--- src/rtl/button_pkg.sv ---
// Shared definitions for the button conditioner:
//   - repeat FSM state encoding
//   - counter-width helper
//   - default timing constants for a 25 MHz system clock
package button_pkg;

  typedef enum logic [1:0] {
    RPT_IDLE   = 2'd0,
    RPT_DELAY  = 2'd1,
    RPT_REPEAT = 2'd2,
    RPT_HOLD   = 2'd3
  } rpt_state_e;

  localparam int unsigned SYNC_STAGES_DEF    = 2;
  localparam int unsigned DEBOUNCE_LIMIT_DEF = 25000;     // 1 ms
  localparam int unsigned REPEAT_DELAY_DEF   = 12500000;  // 0.5 s
  localparam int unsigned REPEAT_RATE_DEF    = 2500000;   // 100 ms

  // Bits needed to hold values 0..max_val, i.e. clog2(max_val+1), minimum 1.
  function automatic int unsigned cnt_width(input int unsigned max_val);
    for (int unsigned w = 1; w < 32; w++) begin
      if ((64'd1 << w) > 64'(max_val)) return w;
    end
    return 32;
  endfunction

endpackage

--- src/rtl/button_channel.sv ---
// One conditioned input channel: synchroniser, debounce counter and
// auto-repeat FSM. All outputs are registered.
//   i_Clk, i_Rst     clock, async active-high reset
//   i_Bouncy         raw asynchronous switch pin
//   i_Repeat_En      auto-repeat enable (synchronous)
//   i_Force_Hold     park the repeat FSM in HOLD (chord lockout)
//   o_Level          debounced level
//   o_Rise/o_Fall    one-cycle pulse in the first cycle of a new level
//   o_Repeat         one-cycle auto-repeat pulse
module button_channel
  import button_pkg::*;
#(
  parameter int unsigned SYNC_STAGES    = SYNC_STAGES_DEF,
  parameter int unsigned DEBOUNCE_LIMIT = DEBOUNCE_LIMIT_DEF,
  parameter int unsigned REPEAT_DELAY   = REPEAT_DELAY_DEF,
  parameter int unsigned REPEAT_RATE    = REPEAT_RATE_DEF
) (
  input  logic i_Clk,
  input  logic i_Rst,
  input  logic i_Bouncy,
  input  logic i_Repeat_En,
  input  logic i_Force_Hold,
  output logic o_Level,
  output logic o_Rise,
  output logic o_Fall,
  output logic o_Repeat
);

  localparam int unsigned DB_W  = cnt_width(DEBOUNCE_LIMIT);
  localparam int unsigned TMR_W =
    cnt_width((REPEAT_DELAY > REPEAT_RATE) ? REPEAT_DELAY : REPEAT_RATE);
  localparam logic [DB_W-1:0]  DB_LAST    = DB_W'(DEBOUNCE_LIMIT - 1);
  localparam logic [TMR_W-1:0] DELAY_LAST = TMR_W'(REPEAT_DELAY - 1);
  localparam logic [TMR_W-1:0] RATE_LAST  = TMR_W'(REPEAT_RATE - 1);

  logic [SYNC_STAGES-1:0] sync_q, sync_d;
  logic [DB_W-1:0]        db_cnt_q, db_cnt_d;
  logic                   level_q, level_d;
  logic                   rise_q, rise_d, fall_q, fall_d, rep_q, rep_d;
  rpt_state_e             state_q, state_d;
  logic [TMR_W-1:0]       tmr_q, tmr_d;
  logic                   sync_out;

  assign sync_out = sync_q[SYNC_STAGES-1];

  always_comb begin
    sync_d   = {sync_q[SYNC_STAGES-2:0], i_Bouncy};
    db_cnt_d = '0;
    level_d  = level_q;
    if (sync_out != level_q) begin
      if (db_cnt_q == DB_LAST) level_d = ~level_q;
      else                     db_cnt_d = db_cnt_q + DB_W'(1);
    end
    rise_d = level_d & ~level_q;
    fall_d = ~level_d & level_q;
  end

  // Pulses are computed one cycle early so they line up with the
  // registered level they belong to.
  always_comb begin
    state_d = state_q;
    tmr_d   = tmr_q;
    rep_d   = 1'b0;
    if (fall_d) begin
      state_d = RPT_IDLE;
      tmr_d   = '0;
    end else if (i_Force_Hold && (state_q != RPT_IDLE || rise_d)) begin
      state_d = RPT_HOLD;
      tmr_d   = '0;
    end else begin
      case (state_q)
        RPT_IDLE: begin
          if (rise_d) begin
            state_d = i_Repeat_En ? RPT_DELAY : RPT_HOLD;
            tmr_d   = '0;
          end
        end
        RPT_DELAY: begin
          if (!i_Repeat_En) begin
            state_d = RPT_HOLD;
          end else if (tmr_q == DELAY_LAST) begin
            rep_d   = 1'b1;
            state_d = RPT_REPEAT;
            tmr_d   = '0;
          end else begin
            tmr_d = tmr_q + TMR_W'(1);
          end
        end
        RPT_REPEAT: begin
          if (!i_Repeat_En) begin
            state_d = RPT_HOLD;
          end else if (tmr_q == RATE_LAST) begin
            rep_d = 1'b1;
            tmr_d = '0;
          end else begin
            tmr_d = tmr_q + TMR_W'(1);
          end
        end
        RPT_HOLD: ;
        default:  state_d = RPT_IDLE;
      endcase
    end
  end

  always_ff @(posedge i_Clk or posedge i_Rst) begin
    if (i_Rst) begin
      sync_q   <= '0;
      db_cnt_q <= '0;
      level_q  <= 1'b0;
      rise_q   <= 1'b0;
      fall_q   <= 1'b0;
      rep_q    <= 1'b0;
      state_q  <= RPT_IDLE;
      tmr_q    <= '0;
    end else begin
      sync_q   <= sync_d;
      db_cnt_q <= db_cnt_d;
      level_q  <= level_d;
      rise_q   <= rise_d;
      fall_q   <= fall_d;
      rep_q    <= rep_d;
      state_q  <= state_d;
      tmr_q    <= tmr_d;
    end
  end

  assign o_Level  = level_q;
  assign o_Rise   = rise_q;
  assign o_Fall   = fall_q;
  assign o_Repeat = rep_q;

endmodule

--- src/rtl/button_conditioner.sv ---
// N-channel button conditioner: per-channel debounce/auto-repeat plus a
// masked chord detector with movement lockout.
//   i_Clk, i_Rst     clock, async active-high reset
//   i_Bouncy         raw switch pins
//   i_Repeat_En      per-channel auto-repeat enable
//   o_Level          debounced levels
//   o_Press          press / repeat pulses (gated by lockout)
//   o_Release        release pulses (gated by lockout)
//   o_Chord          all CHORD_MASK channels debounced-high
//   o_Chord_Press    one-cycle pulse on chord entry
module button_conditioner
  import button_pkg::*;
#(
  parameter int unsigned       NUM_CH         = 4,
  parameter int unsigned       SYNC_STAGES    = SYNC_STAGES_DEF,
  parameter int unsigned       DEBOUNCE_LIMIT = DEBOUNCE_LIMIT_DEF,
  parameter int unsigned       REPEAT_DELAY   = REPEAT_DELAY_DEF,
  parameter int unsigned       REPEAT_RATE    = REPEAT_RATE_DEF,
  parameter logic [NUM_CH-1:0] CHORD_MASK     = {NUM_CH{1'b1}}
) (
  input  logic              i_Clk,
  input  logic              i_Rst,
  input  logic [NUM_CH-1:0] i_Bouncy,
  input  logic [NUM_CH-1:0] i_Repeat_En,
  output logic [NUM_CH-1:0] o_Level,
  output logic [NUM_CH-1:0] o_Press,
  output logic [NUM_CH-1:0] o_Release,
  output logic              o_Chord,
  output logic              o_Chord_Press
);

  localparam logic CHORD_EN = (CHORD_MASK != '0);

  logic [NUM_CH-1:0] rise, fall, rep, locked_mask;
  logic              chord_now, chord_entry, locked;
  logic              lockout_q, lockout_d;

  for (genvar ch = 0; ch < NUM_CH; ch++) begin : g_ch
    button_channel #(
      .SYNC_STAGES   (SYNC_STAGES),
      .DEBOUNCE_LIMIT(DEBOUNCE_LIMIT),
      .REPEAT_DELAY  (REPEAT_DELAY),
      .REPEAT_RATE   (REPEAT_RATE)
    ) u_ch (
      .i_Clk       (i_Clk),
      .i_Rst       (i_Rst),
      .i_Bouncy    (i_Bouncy[ch]),
      .i_Repeat_En (i_Repeat_En[ch]),
      .i_Force_Hold(locked_mask[ch]),
      .o_Level     (o_Level[ch]),
      .o_Rise      (rise[ch]),
      .o_Fall      (fall[ch]),
      .o_Repeat    (rep[ch])
    );
  end

  // Lockout stays set until every masked channel is released, so a chord
  // entry (chord_now while not locked) is always a true 0->1 transition and
  // wobbling inside the mask cannot re-trigger it. The entry cycle itself is
  // treated as locked so the completing press and any due repeat are eaten.
  always_comb begin
    chord_now   = CHORD_EN && ((o_Level & CHORD_MASK) == CHORD_MASK);
    chord_entry = chord_now && !lockout_q;
    locked      = lockout_q || chord_entry;
    locked_mask = locked ? CHORD_MASK : '0;

    lockout_d = lockout_q;
    if (chord_entry)                           lockout_d = 1'b1;
    else if ((o_Level & CHORD_MASK) == '0)     lockout_d = 1'b0;

    o_Chord       = chord_now;
    o_Chord_Press = chord_entry;
    o_Press       = (rise | rep) & ~locked_mask;
    o_Release     = fall & ~locked_mask;
  end

  always_ff @(posedge i_Clk or posedge i_Rst) begin
    if (i_Rst) lockout_q <= 1'b0;
    else       lockout_q <= lockout_d;
  end

endmodule

--- config.mk ---
export PLATFORM = sky130hd
export DESIGN_NAME = button_conditioner
export DESIGN_NICKNAME = d
export VERILOG_FILES = /design/src/rtl/button_pkg.sv /design/src/rtl/button_channel.sv /design/src/rtl/button_conditioner.sv
export SDC_FILE = /design/constraint.sdc
export NUM_CORES = 1
export LEC_CHECK = 0
export CAP_MARGIN = 15
export CORE_UTILIZATION = 56
export CTS_CLUSTER_SIZE = 25
export DETAILED_ROUTE_END_ITERATION = 10
export PLACE_DENSITY = 0.73
export SKIP_CTS_REPAIR_TIMING = 1
export SYNTH_ARGS = -nofsm -noshare
export SYNTH_HDL_FRONTEND = slang
export SYNTH_SLANG_ARGS = --single-unit
--- constraint.sdc ---
create_clock -name i_Clk -period 8 [get_ports i_Clk]
set_input_delay 1.6 -clock i_Clk [delete_from_list [all_inputs] [get_ports i_Clk]]
set_output_delay 1.6 -clock i_Clk [all_outputs]
set_load 0.03 [all_outputs]
; Yosys cells after proc, flatten, opt, wreduce, memory -nomap -nowiden
; Index checks and enable logic that the tools add are counted.
[totals]
reg_bits = 189
latchBits = 0
mem_bits_rw = 0
mem_bits_ro = 0
input_bits = 10
output_inout_bits = 14
word_cells = 250
memories = 0
[op_classes]
n_addsub = 8
n_mul = 0
n_div = 0
n_lt_le_gt_ge = 0
n_eq_ne = 45
n_shift = 0
mux = 111
bitwise_logic = 20
reduce_logical = 33
[op_table]
columns = operator, n
row1 = 24-bit 2-to-1 mux, 28
row2 = 24-bit one-hot mux with 3 select lines, 4
row3 = 15-bit 2-to-1 mux, 8
row4 = "24-bit by 1-bit adder with 24-bit output, second input constant", 4
row5 = "24-bit by 22-bit equality test with 1-bit output, second input constant", 4
row6 = "24-bit equality test, second input constant", 4
row7 = "15-bit by 1-bit adder with 15-bit output, second input constant", 4
row8 = "15-bit equality test, second input constant", 4
row9 = 2-bit 2-to-1 mux, 28
row10 = "4-bit by 2-bit != test with 1-bit output, second input constant", 12
row11 = 1-bit 2-to-1 mux, 34
row12 = 4-bit AND reduction, 8
row13 = 2-bit one-hot mux with 3 select lines, 4
row14 = "5-bit by 2-bit != test with 1-bit output, second input constant", 4
row15 = 5-bit nonzero test, 4
row16 = "4-bit by 1-bit != test with 1-bit output, second input constant", 4
row17 = 2-bit nonzero test, 5
row18 = 1-bit bitwise AND, 8
row19 = 4-bit bitwise AND, 2
row20 = "2-bit by 1-bit equality test with 1-bit output, second input constant", 4
row21 = "2-bit equality test, second input constant", 4
row22 = 2-bit zero test, 4
row23 = 1-bit inverter, 8
row24 = 1-bit one-hot mux with 2 select lines, 4
row25 = other kinds (9), 20

; Longest topological paths before layout
[logic_depth]
depth_word = 8
mapped_depth = 15
depth_no_buf = 13

; Cells and area by module
; Synthesis repeated with hierarchy kept, for this count alone.
[unflattened]
cells_unflattened = 1167
hier_area_um2 = 10650.2
[modules_own_cells]
columns = module, instances, cells_per_inst, area_each_um2, seq_area_each_um2
row1 = button_channel (g_ch[1].u_ch ...), 2, 303, 2742.6, 1176.1
row2 = button_channel (g_ch[3].u_ch), 1, 277, 2519.9, 1176.1
row3 = button_channel (g_ch[0].u_ch), 1, 263, 2509.9, 1176.1
row4 = button_conditioner, 1, 21, 135.1, 25.0

; Worst setup path before layout
; OpenSTA, ideal clock, no wires.
[synth_path]
path_kind = register to output
start = register g_ch[3].u_ch.level_q
end = output port o_Chord_Press
arrival_ps = 2253
slack_ps = 4147
stages_incl_launch_ff = 5
path_buffers = 1
cell_sequence = dfrtp_1 > clkbuf_1 > inv_1 > nor4_1 > nor2b_1
[synth_between]
elab_chain_cells = 2
[synth_lines]
columns = element, line
row1 = start: declaration, button_channel.sv:38  ; logic level_q, level_d;
row2 = start signal: assignment, button_channel.sv:118  ; level_q <= level_d;
row3 = 4-bit equality test, button_conditioner.sv:62  ; chord_now = CHORD_EN && ((o_Level & CHORD_MASK) == CHORD_MASK);
row4 = net o_Chord, button_conditioner.sv:28  ; output logic o_Chord,
row5 = 1-bit logical AND, button_conditioner.sv:63  ; chord_entry = chord_now && !lockout_q;
row6 = end: declaration, button_conditioner.sv:29  ; output logic o_Chord_Press
; The timed path passes the listed nets, and every way through them passes these cells.

; Final worst setup path
[layout_path]
start = register g_ch[1].u_ch.level_q
end = output port o_Release[1]
[layout_between]
elab_chain_cells = 6
[layout_lines]
columns = element, line
row1 = start: declaration, button_channel.sv:38
row2 = start signal: assignment, button_channel.sv:118
row3 = 4-bit equality test, button_conditioner.sv:62
row4 = 1-bit logical AND, button_conditioner.sv:63
row5 = 1-bit logical OR, button_conditioner.sv:64  ; locked = lockout_q || chord_entry;
row6 = 4-bit 2-to-1 mux, button_conditioner.sv:65  ; locked_mask = locked ? CHORD_MASK : '0;
row7 = 4-bit inverter, button_conditioner.sv:74  ; o_Release = fall & ~locked_mask;
row8 = 4-bit bitwise AND, button_conditioner.sv:74
row9 = end: declaration, button_conditioner.sv:27  ; output logic [NUM_CH-1:0] o_Release,
; Every way passes these cells.

==> metrics.yaml <==
run_status:
  status: "finished, final reports clean"
setup_path:
  rrSetupSlack_ns: 4.26
  crit_fanout: 9
  worst_setup_path_end_kind: "output pin"
  worst_setup_path_start_kind: "flip-flop"
  crit_arrival_ns: 2.84
  critical_path_required_ns: 6.40
  critical_path_class: "reg -> out"
final_layout:
  multi_input_area_sq_um: 5260
  nFillCells: 1492
  drive_gt1_frac: 0.0528
  fin_nets: 1181
  seq_area_sq_um: 4730
  antenna_cells: 0
  area_growth_pct: 10.1
yosys:
  synthMostInstantiatedCell: "dfrtp_1"
  synth.distinct_cells: 65
  async_flop_share: 1.00
  synth_top_flop_cell: "dfrtp_1"
  yosysWarnings: 0
  postSynthAreaPerCell_sq_um: 9.14
  netlist_top_cells_count: "dfrtp_1, nor2_1, nand2_1"
  synth_area_leaders: "dfrtp_1, nor2_1, nand2_1, nand3_1, a22o_1"
  synth.cell_area_sq_um: 10300
  ys_ff_latch: 189
  synthCells: 1130
  synthDominantCellAreaShare: 0.458
  syn_nets: 1168
  ys_seq_area_frac: 0.458
  synth_edf_count: 0
  synth_top_area_cell: "dfrtp_1"
power:
  peakVddDrop_v: 0.000141
  leakagePower_nw: 4.99
  power_density_nw_per_um2: 231
floorplanning:
  design.die.area_sq_um: 19000
  start_util: 0.573
  rows: 49
  fp.dieW_um: 138
  coreArea_sq_um: 18000
  io_pins: 24
  die_y_um: 138
timing:
  worstMarginPinSlew_ns: 1.14
  setup_viol: 0
  relSlewSlack: 0.231
  finalSetupTns_ns: 0
  slew_violations: 0
  layout_worst_path_cycle_share: 0.555
  layout_setup_ws_ns: 3.56
  whs_ns: 0.347
  period_needed_ns: 4.44
  rsz0062_at_grt: "no"
  finClkSkew_ns: 0.0126
  fmax_mhz: 225
  finalHoldViolCount: 0
job:
  maxCapViolations: 0
clock_network:
  cts_buffers: 17
  cts.sinks: 189
  cts_tree: "done"
  clkTransAtPathRegs_ns: 0.07
  h-tree-depth: 4
  clockBufferDepth: 2
  cts_root_buffer: "clkbuf_16"
  clk-insertion-delay-late_ns: 0.44
detailed_routing:
  wirelength_um: 21700
  initialDrtViolationCount: 599
  antenna_left: 0
  wire_per_inst_um: 15.7
  vias: 8342
  drc: 0
  drtPass1Iterations: 5
  via_per_inst: 6.03
place:
  port_buffers: 23
  dpl_worst_slack_ns: 3.76
  dpl.hpwl_um: 14300
  gp_congestion: 0.831
global_routing:
  track_usage: 0.245
  grt-ovfl-total: 0
  grt_pass1_vias: 7682
  antenna_found_initial: 0
  grt_max_degree: 119
  grt_pass1_wl_um: 37000
min_path:
  hold_path_class: "reg -> reg"
==> critical path: stages (launching register included) <==
cell and delay [ns]:
dfrtp_1 0.48, a41oi_1 0.98, and2_1 0.27, clkdlybuf4s50_1 0.68
==> routing by layer <==
metal / wire length (um) / track usage / up-vias
met5: 0 / 0 / -
met4: 469 / 0.0845 / 0
met3: 616 / 0.0394 / 31
met2: 9890 / 0.375 / 141
met1: 10700 / 0.351 / 4074
li1: - / - / 4096
==> power breakdown <==
part,total [W],switching (W),internal (W)
registers,0.00103,0.0000365,0.000996
logic,0.000700,0.000438,0.000262
clock network,0.000897,0.000375,0.000522
total,0.00263,0.000849,0.00178
==> worst paths after layout <==
path	from	end	cells past startpoint
worst min register to register	g_ch[0].u_ch.sync_q[0]	g_ch[0].u_ch.sync_q[1]	0
worst max-delay path	g_ch[1].u_ch.o_Level	o_Release[1]	3
min in group asynchronous	i_Rst	g_ch[3].u_ch.db_cnt_q[2]	2
max in group asynchronous	i_Rst	g_ch[2].u_ch.tmr_q[16]	3
worst max register to register	g_ch[0].u_ch.db_cnt_q[0]	g_ch[0].u_ch.tmr_q[17]	12
worst min-delay path	g_ch[0].u_ch.sync_q[0]	g_ch[0].u_ch.sync_q[1]	0
==> area by class of cell <==
type                    instances  share of cell area
inverters                      53              0.0182
multi-input cells             853               0.462
flip-flops and latches        189               0.416
clock buffers                  17              0.0374
clock inverters                14              0.0168
well taps                     229              0.0252
repair buffers                 29              0.0242
==> placed cells by master, fill, tap and decap left out, types with 9 or more instances in the layout <==
cell,n
clkbuf_16,17
clkdlybuf4s50_1,23
nand3_1,77
xnor2_1,22
and2_1,10
a21oi_1,29
ha_1,28
and3_1,32
nor4b_1,9
or4_1,13
a22o_1,40
o21ai_0,46
mux2i_1,12
dfrtp_1,189
inv_1,52
o22ai_1,9
nand4_1,26
o21a_1,9
a21o_1,30
nor3_1,33
xor2_1,34
nor4_1,11
nand2_1,109
o21bai_1,10
nor2_1,135
or3_1,17
or2_2,12
o31ai_1,12
a31oi_1,14
==> sequential cells by signal, summed over array words and instances, names as in the netlist <==
name / cells
g_ch.u_ch.tmr_q: 96
g_ch.u_ch.db_cnt_q: 60
g_ch.u_ch.state_q: 8
g_ch.u_ch.sync_q: 8
g_ch.u_ch.o_Fall: 4
g_ch.u_ch.o_Level: 4
g_ch.u_ch.o_Repeat: 4
g_ch.u_ch.o_Rise: 4
lockout_q: 1
==> kinds of logic (layout without fill, tap and decap cells) <==
logic type	Yosys count	count (layout)	synth area share
buffers and inverters	88	113	0.0345
XOR/XNOR	56	56	0.0475
AO/OA/AOI/OAI	238	238	0.162
multiplexers	15	15	0.0149
adder cells (fa/ha/maj)	28	28	0.0339
AND/OR/NAND/NOR	516	516	0.250
flip-flops	189	189	0.458
==> stage by stage <==
step | instance area (sq um) | power (W) | cells | utilization
after floorplan | 10300 | 0.00160 | 1130 | -
after global placement | 10800 | 0.00173 | 1353 | 0.597
after detailed placement | 10800 | 0.00175 | 1353 | 0.597
after CTS | 11400 | 0.00264 | 1384 | 0.631
after global routing | 11400 | 0.00278 | 1384 | 0.631
final | 11400 | 0.00263 | 1384 | 0.631
No activity file was read; power rests on OpenSTA's default activity.
